File: src/rtl/isa_pkg.sv
// Shared MIPS decode definitions for the front end: opcode constants, the
// instruction class enum and the split-field record buffered by the split stage.
package isa_pkg;

    localparam logic [5:0] OP_RTYPE = 6'h00;
    localparam logic [5:0] OP_J     = 6'h02;
    localparam logic [5:0] OP_JAL   = 6'h03;
    localparam logic [5:0] OP_ANDI  = 6'h0C;
    localparam logic [5:0] OP_ORI   = 6'h0D;
    localparam logic [5:0] OP_XORI  = 6'h0E;
    localparam logic [5:0] OP_LUI   = 6'h0F;

    typedef enum logic [1:0] {
        ITYPE_R = 2'd0,
        ITYPE_I = 2'd1,
        ITYPE_J = 2'd2
    } itype_t;

    // Number of held entries in the split stage buffer.
    typedef enum logic [1:0] {
        BUF_EMPTY = 2'd0,
        BUF_ONE   = 2'd1,
        BUF_TWO   = 2'd2
    } buf_state_t;

    // imm_lo is the immediate extended to 32 bits; imm_fill is the bit that
    // replicates into any positions above bit 31 when XLEN is wider.
    typedef struct packed {
        logic [5:0]  opcode;
        logic [4:0]  rs;
        logic [4:0]  rt;
        logic [4:0]  rd;
        logic [4:0]  shamt;
        logic [5:0]  func;
        logic [31:0] imm_lo;
        logic        imm_fill;
        logic [25:0] target;
        itype_t      itype;
    } split_fields_t;

endpackage

File: src/rtl/split_fields.sv
// Combinational MIPS field extraction, classification and immediate extension.
module split_fields
    import isa_pkg::*;
#(
    parameter int XLEN = 32
) (
    input  logic [31:0]   instruction,
    output split_fields_t fields
);

    logic [5:0]  w_op;
    logic [15:0] w_imm16;
    logic        w_fill;

    assign w_op    = instruction[31:26];
    assign w_imm16 = instruction[15:0];

    always_comb begin
        fields        = '0;
        w_fill        = 1'b0;
        fields.opcode = w_op;
        fields.rs     = instruction[25:21];
        fields.rt     = instruction[20:16];
        fields.rd     = instruction[15:11];
        fields.shamt  = instruction[10:6];
        fields.func   = instruction[5:0];
        fields.target = instruction[25:0];

        if (w_op == OP_RTYPE) begin
            fields.itype = ITYPE_R;
        end else if (w_op == OP_J || w_op == OP_JAL) begin
            fields.itype = ITYPE_J;
        end else begin
            fields.itype = ITYPE_I;
        end

        // Logical immediates and LUI never sign-extend.
        case (w_op)
            OP_ANDI, OP_ORI, OP_XORI: fields.imm_lo = {16'h0000, w_imm16};
            OP_LUI:                   fields.imm_lo = {w_imm16, 16'h0000};
            default: begin
                fields.imm_lo = {{16{w_imm16[15]}}, w_imm16};
                w_fill        = w_imm16[15];
            end
        endcase

        fields.imm_fill = (XLEN > 32) && w_fill;
    end

endmodule

File: src/rtl/inst_split_stage.sv
// Registered instruction-split stage between fetch and register read: one-deep
// register (SKID=0) or two-entry skid buffer with a registered in_ready (SKID=1).
module inst_split_stage
    import isa_pkg::*;
#(
    parameter int XLEN = 32,
    parameter int SKID = 1
) (
    input  logic            clk,
    input  logic            rst,
    input  logic            flush,
    input  logic            in_valid,
    output logic            in_ready,
    input  logic [31:0]     instruction,
    output logic            out_valid,
    input  logic            out_ready,
    output logic [5:0]      opcode,
    output logic [4:0]      rs,
    output logic [4:0]      rt,
    output logic [4:0]      rd,
    output logic [4:0]      shamt,
    output logic [5:0]      func,
    output logic [XLEN-1:0] imm,
    output logic [25:0]     target,
    output logic [1:0]      itype,
    output logic [1:0]      dbg_state
);

    // Handshake: a word moves on any rising edge where valid and ready are both
    // high on that side; flush suppresses the input transfer in its cycle.

    split_fields_t w_fields;
    split_fields_t r_head;
    split_fields_t r_tail;
    buf_state_t    r_state;
    buf_state_t    w_state_next;
    logic          r_out_valid;
    logic          r_in_ready;
    logic          w_accept;
    logic          w_drain;
    logic          w_load_head_in;
    logic          w_load_head_tail;
    logic          w_load_tail;

    split_fields #(.XLEN(XLEN)) u_split (
        .instruction (instruction),
        .fields      (w_fields)
    );

    generate
        if (SKID != 0) begin : g_skid
            assign in_ready = r_in_ready && !rst;
        end else begin : g_single
            logic w_unused_in_ready;
            assign w_unused_in_ready = r_in_ready;
            assign in_ready = !rst && (!r_out_valid || out_ready);
        end
    endgenerate

    assign w_accept = in_valid && in_ready && !flush;
    assign w_drain  = r_out_valid && out_ready;

    // With SKID=0 in_ready forbids an accept in ONE unless it drains, so the
    // TWO path is unreachable there and the tail register goes unused.
    always_comb begin
        w_state_next     = r_state;
        w_load_head_in   = 1'b0;
        w_load_head_tail = 1'b0;
        w_load_tail      = 1'b0;
        case (r_state)
            BUF_EMPTY: begin
                if (w_accept) begin
                    w_state_next   = BUF_ONE;
                    w_load_head_in = 1'b1;
                end
            end
            BUF_ONE: begin
                if (w_accept && w_drain) begin
                    w_load_head_in = 1'b1;
                end else if (w_accept) begin
                    w_state_next = BUF_TWO;
                    w_load_tail  = 1'b1;
                end else if (w_drain) begin
                    w_state_next = BUF_EMPTY;
                end
            end
            BUF_TWO: begin
                if (w_drain) begin
                    w_state_next     = BUF_ONE;
                    w_load_head_tail = 1'b1;
                end
            end
            default: w_state_next = BUF_EMPTY;
        endcase
        if (flush) begin
            w_state_next     = BUF_EMPTY;
            w_load_head_in   = 1'b0;
            w_load_head_tail = 1'b0;
            w_load_tail      = 1'b0;
        end
    end

    always_ff @(posedge clk) begin
        if (rst) begin
            r_state     <= BUF_EMPTY;
            r_head      <= '0;
            r_tail      <= '0;
            r_out_valid <= 1'b0;
            r_in_ready  <= 1'b1;
        end else begin
            r_state     <= w_state_next;
            r_out_valid <= (w_state_next != BUF_EMPTY);
            r_in_ready  <= (w_state_next != BUF_TWO);
            if (w_load_head_in) begin
                r_head <= w_fields;
            end else if (w_load_head_tail) begin
                r_head <= r_tail;
            end
            if (w_load_tail) begin
                r_tail <= w_fields;
            end
        end
    end

    generate
        if (XLEN > 32) begin : g_wide_imm
            assign imm = {{(XLEN-32){r_head.imm_fill}}, r_head.imm_lo};
        end else begin : g_narrow_imm
            logic w_unused_fill;
            assign w_unused_fill = r_head.imm_fill;
            assign imm = r_head.imm_lo;
        end
    endgenerate

    assign out_valid = r_out_valid;
    assign opcode    = r_head.opcode;
    assign rs        = r_head.rs;
    assign rt        = r_head.rt;
    assign rd        = r_head.rd;
    assign shamt     = r_head.shamt;
    assign func      = r_head.func;
    assign target    = r_head.target;
    assign itype     = r_head.itype;
    assign dbg_state = r_state;

endmodule

File: config.mk
export PLATFORM = sky130hd
export DESIGN_NAME = inst_split_stage
export DESIGN_NICKNAME = d
export VERILOG_FILES = /design/src/rtl/isa_pkg.sv /design/src/rtl/split_fields.sv /design/src/rtl/inst_split_stage.sv
export SDC_FILE = /design/constraint.sdc
export NUM_CORES = 1
export LEC_CHECK = 0
export ABC_AREA = 1
export CAP_MARGIN = 15
export CORE_MARGIN = 8
export CORE_UTILIZATION = 45
export CTS_BUF_LIST = sky130_fd_sc_hd__clkbuf_2
export DETAILED_ROUTE_END_ITERATION = 7
export PLACE_DENSITY = 0.68
export REMOVE_ABC_BUFFERS = 1
export SLEW_MARGIN = 20
export SYNTH_ARGS = -nofsm -noshare
export SYNTH_HDL_FRONTEND = slang
export SYNTH_HIERARCHICAL = 1
export SYNTH_SLANG_ARGS = --single-unit
File: constraint.sdc
create_clock -name clk -period 2.25 [get_ports clk]
set_clock_uncertainty 0.2 [all_clocks]
set_input_delay 0.45 -clock clk [delete_from_list [all_inputs] [get_ports clk]]
set_output_delay 0.45 -clock clk [all_outputs]
set_load 0.005 [all_outputs]
==> results.cfg <==
[placement]
gp_congestion = 0.760
dpl.cell_count = 1566
place_hpwl_um = 15400
portBuffers = 132
placed_area_um2 = 10700

[sta]
finalCritPeriodShare = 0.952
rsz0062_at_grt = no
slew_headroom = 0.578
hold_viol_final = 0
setup_tns_ns = 0
setup_violations = 0
slew_viol_final = 0
fin_crit_ns = 2.14
timing.fmax_mhz = 467
worst_pin_slew_ns = 0.633

[routing]
wirelength_met1_um = 11400
top_layer_used = met4
wl_um = 25200
drc = 0
dr_wl_met2_um = 11700
antenna_left = 0
vias = 8568
drtPass1Iterations = 5
post_drt_wl_per_cell_um = 15.7
via_per_inst = 5.34
met3_length_um = 1730
first_iter_violations = 638

[power]
fin_total_pwr_uw = 5830
cellLeakagePower_uw = 0.00466
irDropWorstVdd_uv = 292
powerDensity_nw_per_um2 = 533

[cells_and_area]
layout_commonest_cell = nand2_1
layout.nets = 1359
fin_area_um2 = 10900
layout.cells.non_filler = 1605
final_cell_mix = 209 x nand2_1, 202 x nand3_1, 189 x nor2_1
finish.utilization = 0.544
syn_to_final_growth_pct = 19.6
final_layout_size_suffix_gt1_frac = 0.151

[synth]
synth_cells = 1282
syn_area_um2 = 9150
yosys_warnings = 6
syn_area_per_cell_um2 = 7.14

[floorplan]
dieWidth_um = 159
coreArea_um2 = 20100
design.die.area_um2 = 25100
die_y_um = 159
pin_count = 133
initial_core_util = 0.455
rows = 52

[grt]
grt_pass1_wl_um = 41400
grt_max_degree = 63
grt_use_total = 0.203
grt-ovfl-total = 0
antenna_found_initial = 1
grt_pass1_vias = 8086

[clock_network]
cts_num_sinks = 188
cts_buffers = 17
cts_tree = yes
cts_max_path_buffers = 2
clk_pin_slew_ns = 0.27
cts-root-buf = clkbuf_2
cts.htree.levels = 4
clock_latency_ns = 0.74

[run_status]
run_status = complete, no violations

[worst_setup_path]
worstSetupPathType = input port to output pin
arrival_ns = 1.49
worstSetupEndpointType = output pin
crit_path_start_kind = input port
critPathMaxFanout = 4
required_ns = 1.60

[hold_path]
hold_path_class = input port to flip-flop

[job]
drv_cap = 0
cell type report:
class                           count  area (um^2)
Sequential cell                   188         3890
Tap cell                          270          338
Timing Repair Buffer              196         2070
Clock inverter                     11         96.3
Inverter                           12         47.5
Fill cell                        1956         9160
Multi-Input combinational cell    907         4400
Clock buffer                       20          100
Antenna cell                        1         2.50
registers in the layout (all words and copies together) (netlist names):
| signal | flops |
|---|---|
| rs | 5 |
| imm | 32 |
| shamt | 5 |
| dbg_state | 2 |
| rd | 5 |
| r_in_ready | 1 |
| rt | 5 |
| func | 6 |
| target | 26 |
| opcode | 6 |
| r_tail | 92 |
| out_valid | 1 |
| itype | 2 |
per-stage QoR:
stage | setup WS (ns) | hold WS (ns)
finish | 0.107 | 0.138
global route | 0.0183 | 0.0533
CTS | 0.0357 | 0.0391
detailed placement | -0.0738 | 0.271
global placement | -0.0424 | 0.262
floorplan | -5.33 | 0.256
final timing paths:
| check | startpoint | slack [ns] | endpoint | cells after the start |
|---|---|---|---|---|
| min reg2reg | rs[2] | 0.29 | rs[2] | 2 |
| min | instruction[21] | 0.14 | r_tail[23] | 3 |
| max | rst | 0.11 | in_ready | 4 |
| max reg2reg | dbg_state[0] | 0.45 | target[15] | 10 |
critical path: stages:
cell and delay, ns:
dlygate4sd3_1 0.53, buf_4 0.17, nor2_1 0.09, dlygate4sd2_1 0.25
metal layers:
layer | up-vias | global-route usage
li1 | 4283 | -
met1 | 3987 | 0.267
met2 | 276 | 0.332
met3 | 22 | 0.0388
met4 | 0 | 0.0593
met5 | - | 0
power by group:
group	switching (uW)	internal [uW]	leakage (uW)
Combinational	424	369	0.00297
Clock	1140	402	0.000125
Sequential	51.5	3440	0.00157
timing repair:
item                                    4_1_cts  5_1_grt
gates resized for setup                     193        0
endpoints found under the hold margin         4        0
hold buffers                                  1        0
endpoints found under the setup margin       96        0
buffers inserted                              6        0
Note: power is estimated with default switching activity, not from simulation.
==> patch, RTL diff (config.mk and constraints unchanged) <==
Reset style: asynchronous (`rst`), changed in one clocked block.
--- a/src/rtl/inst_split_stage.sv
+++ b/src/rtl/inst_split_stage.sv
@@ -101,5 +101,5 @@
     end
 
-    always_ff @(posedge clk) begin
+    always_ff @(posedge clk or posedge rst) begin
         if (rst) begin
             r_state     <= BUF_EMPTY;
Behaviour: differs if rst is asserted again (counterexample within 4 cycles, from zero or initial values and one cycle with rst high); with rst held inactive, the same outputs for 4 cycles.
==> patch against the original RTL <==
Design area rose by 13%. Critical path type is now reg2out. Synthesized cell count rose by 0.39%. Count of clock-buffer cells in the layout decreased by 3. Via count rose by 6.0%. Synthesized area rose by 11%. Global-route usage decreased by 0.66 points. Hold slack worse by 54 ps. Worst setup slack got worse by 85 ps. Wire length increased by 8.5%. Critical endpoint unchanged. First-iteration DRC count rose by 23%. Sequential cell count did not move.
Power is not compared: it rests on default switching activity, and its combinational part moved more than twofold at a synthesized area within 25%.
==> patch: results (changes against the original RTL) <==
Power
  – Peak supply drop: 0.483 mV
  – Comb group: roughly 2600 uW
  – Flop pwr share: 0.518
  – Switching Share: 0.329
  – Leak Pwr: between 0.006 and 0.007 uW

Routing
  – Drt first pass iters: 5 (unchanged)
  – 1st-iter DRT viols: 787 (+23%)
  – Post-DRT Antenna Nets: 0 (unchanged)
  – WL/cell: 16.2 um (+3.5%)
  – Vias: 9,083 (+6.0%)
  – Via/cell ratio: 5.40 (+1.2%)

Layout
  – Most flops, register: r_tail
  – Layout filler cell count: 2,096 (+7.2%)
  – Share of cells above drive strength 1: 0.124 (-0.0275)
  – Nets: 1,420 (+4.5%)
  – Max reg flops: 92 (unchanged)

Timing
  – Count of pins over their slew limit: 0 (unchanged)
  – Slew @ Worst Pin: 587 ps (-45.8 ps)

Clock network
  – CTS Root Cell: clkbuf_2
  – H-tree levels: 4 (unchanged)
  – CTS Buf Count: 17 (unchanged)
  – Clock Latency Late Sink: 740 ps (about the same)
  – Worst-case clock buffer depth: 2 (unchanged)
  – Clk slew on worst S/H paths: roughly 280 ps

Global route
  – Initial antenna violation count: 2 (+1)
  – First-pass GRT wire length: 45.4 mm (+9.8%)
  – Largest net degree at the start of global routing: 104 (+65%)
  – Gr usage total: 0.196 (-0.00664)
  – Vias in the first global route: 8,737 (+8.1%)

Run status
  – Outcome: finished clean

Critical path
  – Critical Path AT: 1580 ps (+90 ps)
  – Crit path max-delay cell type: dfstp_2
  – Critical path peak fanout: 2 (-2)
  – CP peak stage delay: 610 ps (+80 ps)

Hold path
  – Hold Crit Class: in2async

Place
  – Dpl cell area: 11,800 sq um (+10%)
  – Inst Count DP: 1,596 (+1.9%)
  – Port Buffers: 132 (unchanged)
  – Placer Congestion: 0.779 (+2.5%)
  – HPWL Detailed: 16.8 mm (+9.7%)

Logic synthesis
  – Post-Syn Instances: 1,287 (+0.39%)
## patch: critical path: cells and delay by family, from the launching register on
| kind | cells | cell delay (ps) |
|---|---|---|
| buffers and inverters | 2 | 150 |
| flip-flops | 1 | 610 |
| AND/OR/NAND/NOR | 1 | 80 |
## patch: metal layers
layer / global-route usage / vias to the layer above / wire length, um / share of wire
met5: 0 / - / 13 / 0.00048
met2: 0.326 / 255 / 13300 / 0.49
met1: 0.259 / 4401 / 12200 / 0.45
li1: - / 4403 / - / -
met3: 0.0416 / 22 / 1460 / 0.053
met4: 0.0458 / 2 / 330 / 0.012
## patch: layout make-up
class	instances	area, sq um	area share
well taps	285	357	0.0288
flip-flops and latches	188	4710	0.381
clock buffers	17	85.1	0.00688
clock inverters	15	180	0.0146
diodes	1	2.50	0.000202
multi-input cells	911	4430	0.358
repair buffers	252	2560	0.207
inverters	13	56.3	0.00455
## patch: per-stage QoR
step,utilization,hold WS [ps],setup WS [ps]
final,0.553,84.4,22.0
after global routing,0.553,5.56,-130
after CTS,0.545,14.1,-72.4
after detailed placement,0.527,259,-156
after global placement,0.527,254,-125
after floorplan,-,243,-8170
## patch: repair_timing
action / CTS / global route
setup endpoints to repair: 96 / 44
buffers inserted: 35 / 16
resized for setup: 101 / 39
endpoints found under the hold margin: 1 / 1
hold buffers: 1 / 1
cloned: 0 / 0
## patch: final timing paths
check | startpoint | to | slack, ps | cells after the start
setup / recovery | r_in_ready | in_ready | 20 | 3
hold / removal | rst | dbg_state[0] | 80 | 4
setup reg to reg | r_in_ready | opcode[5] | 140 | 9
hold reg to reg | r_tail[45] | r_tail[45] | 310 | 2
max in group asynchronous | rst | r_tail[14] | 1290 | 4
min in group clk | instruction[25] | r_tail[27] | 90 | 3
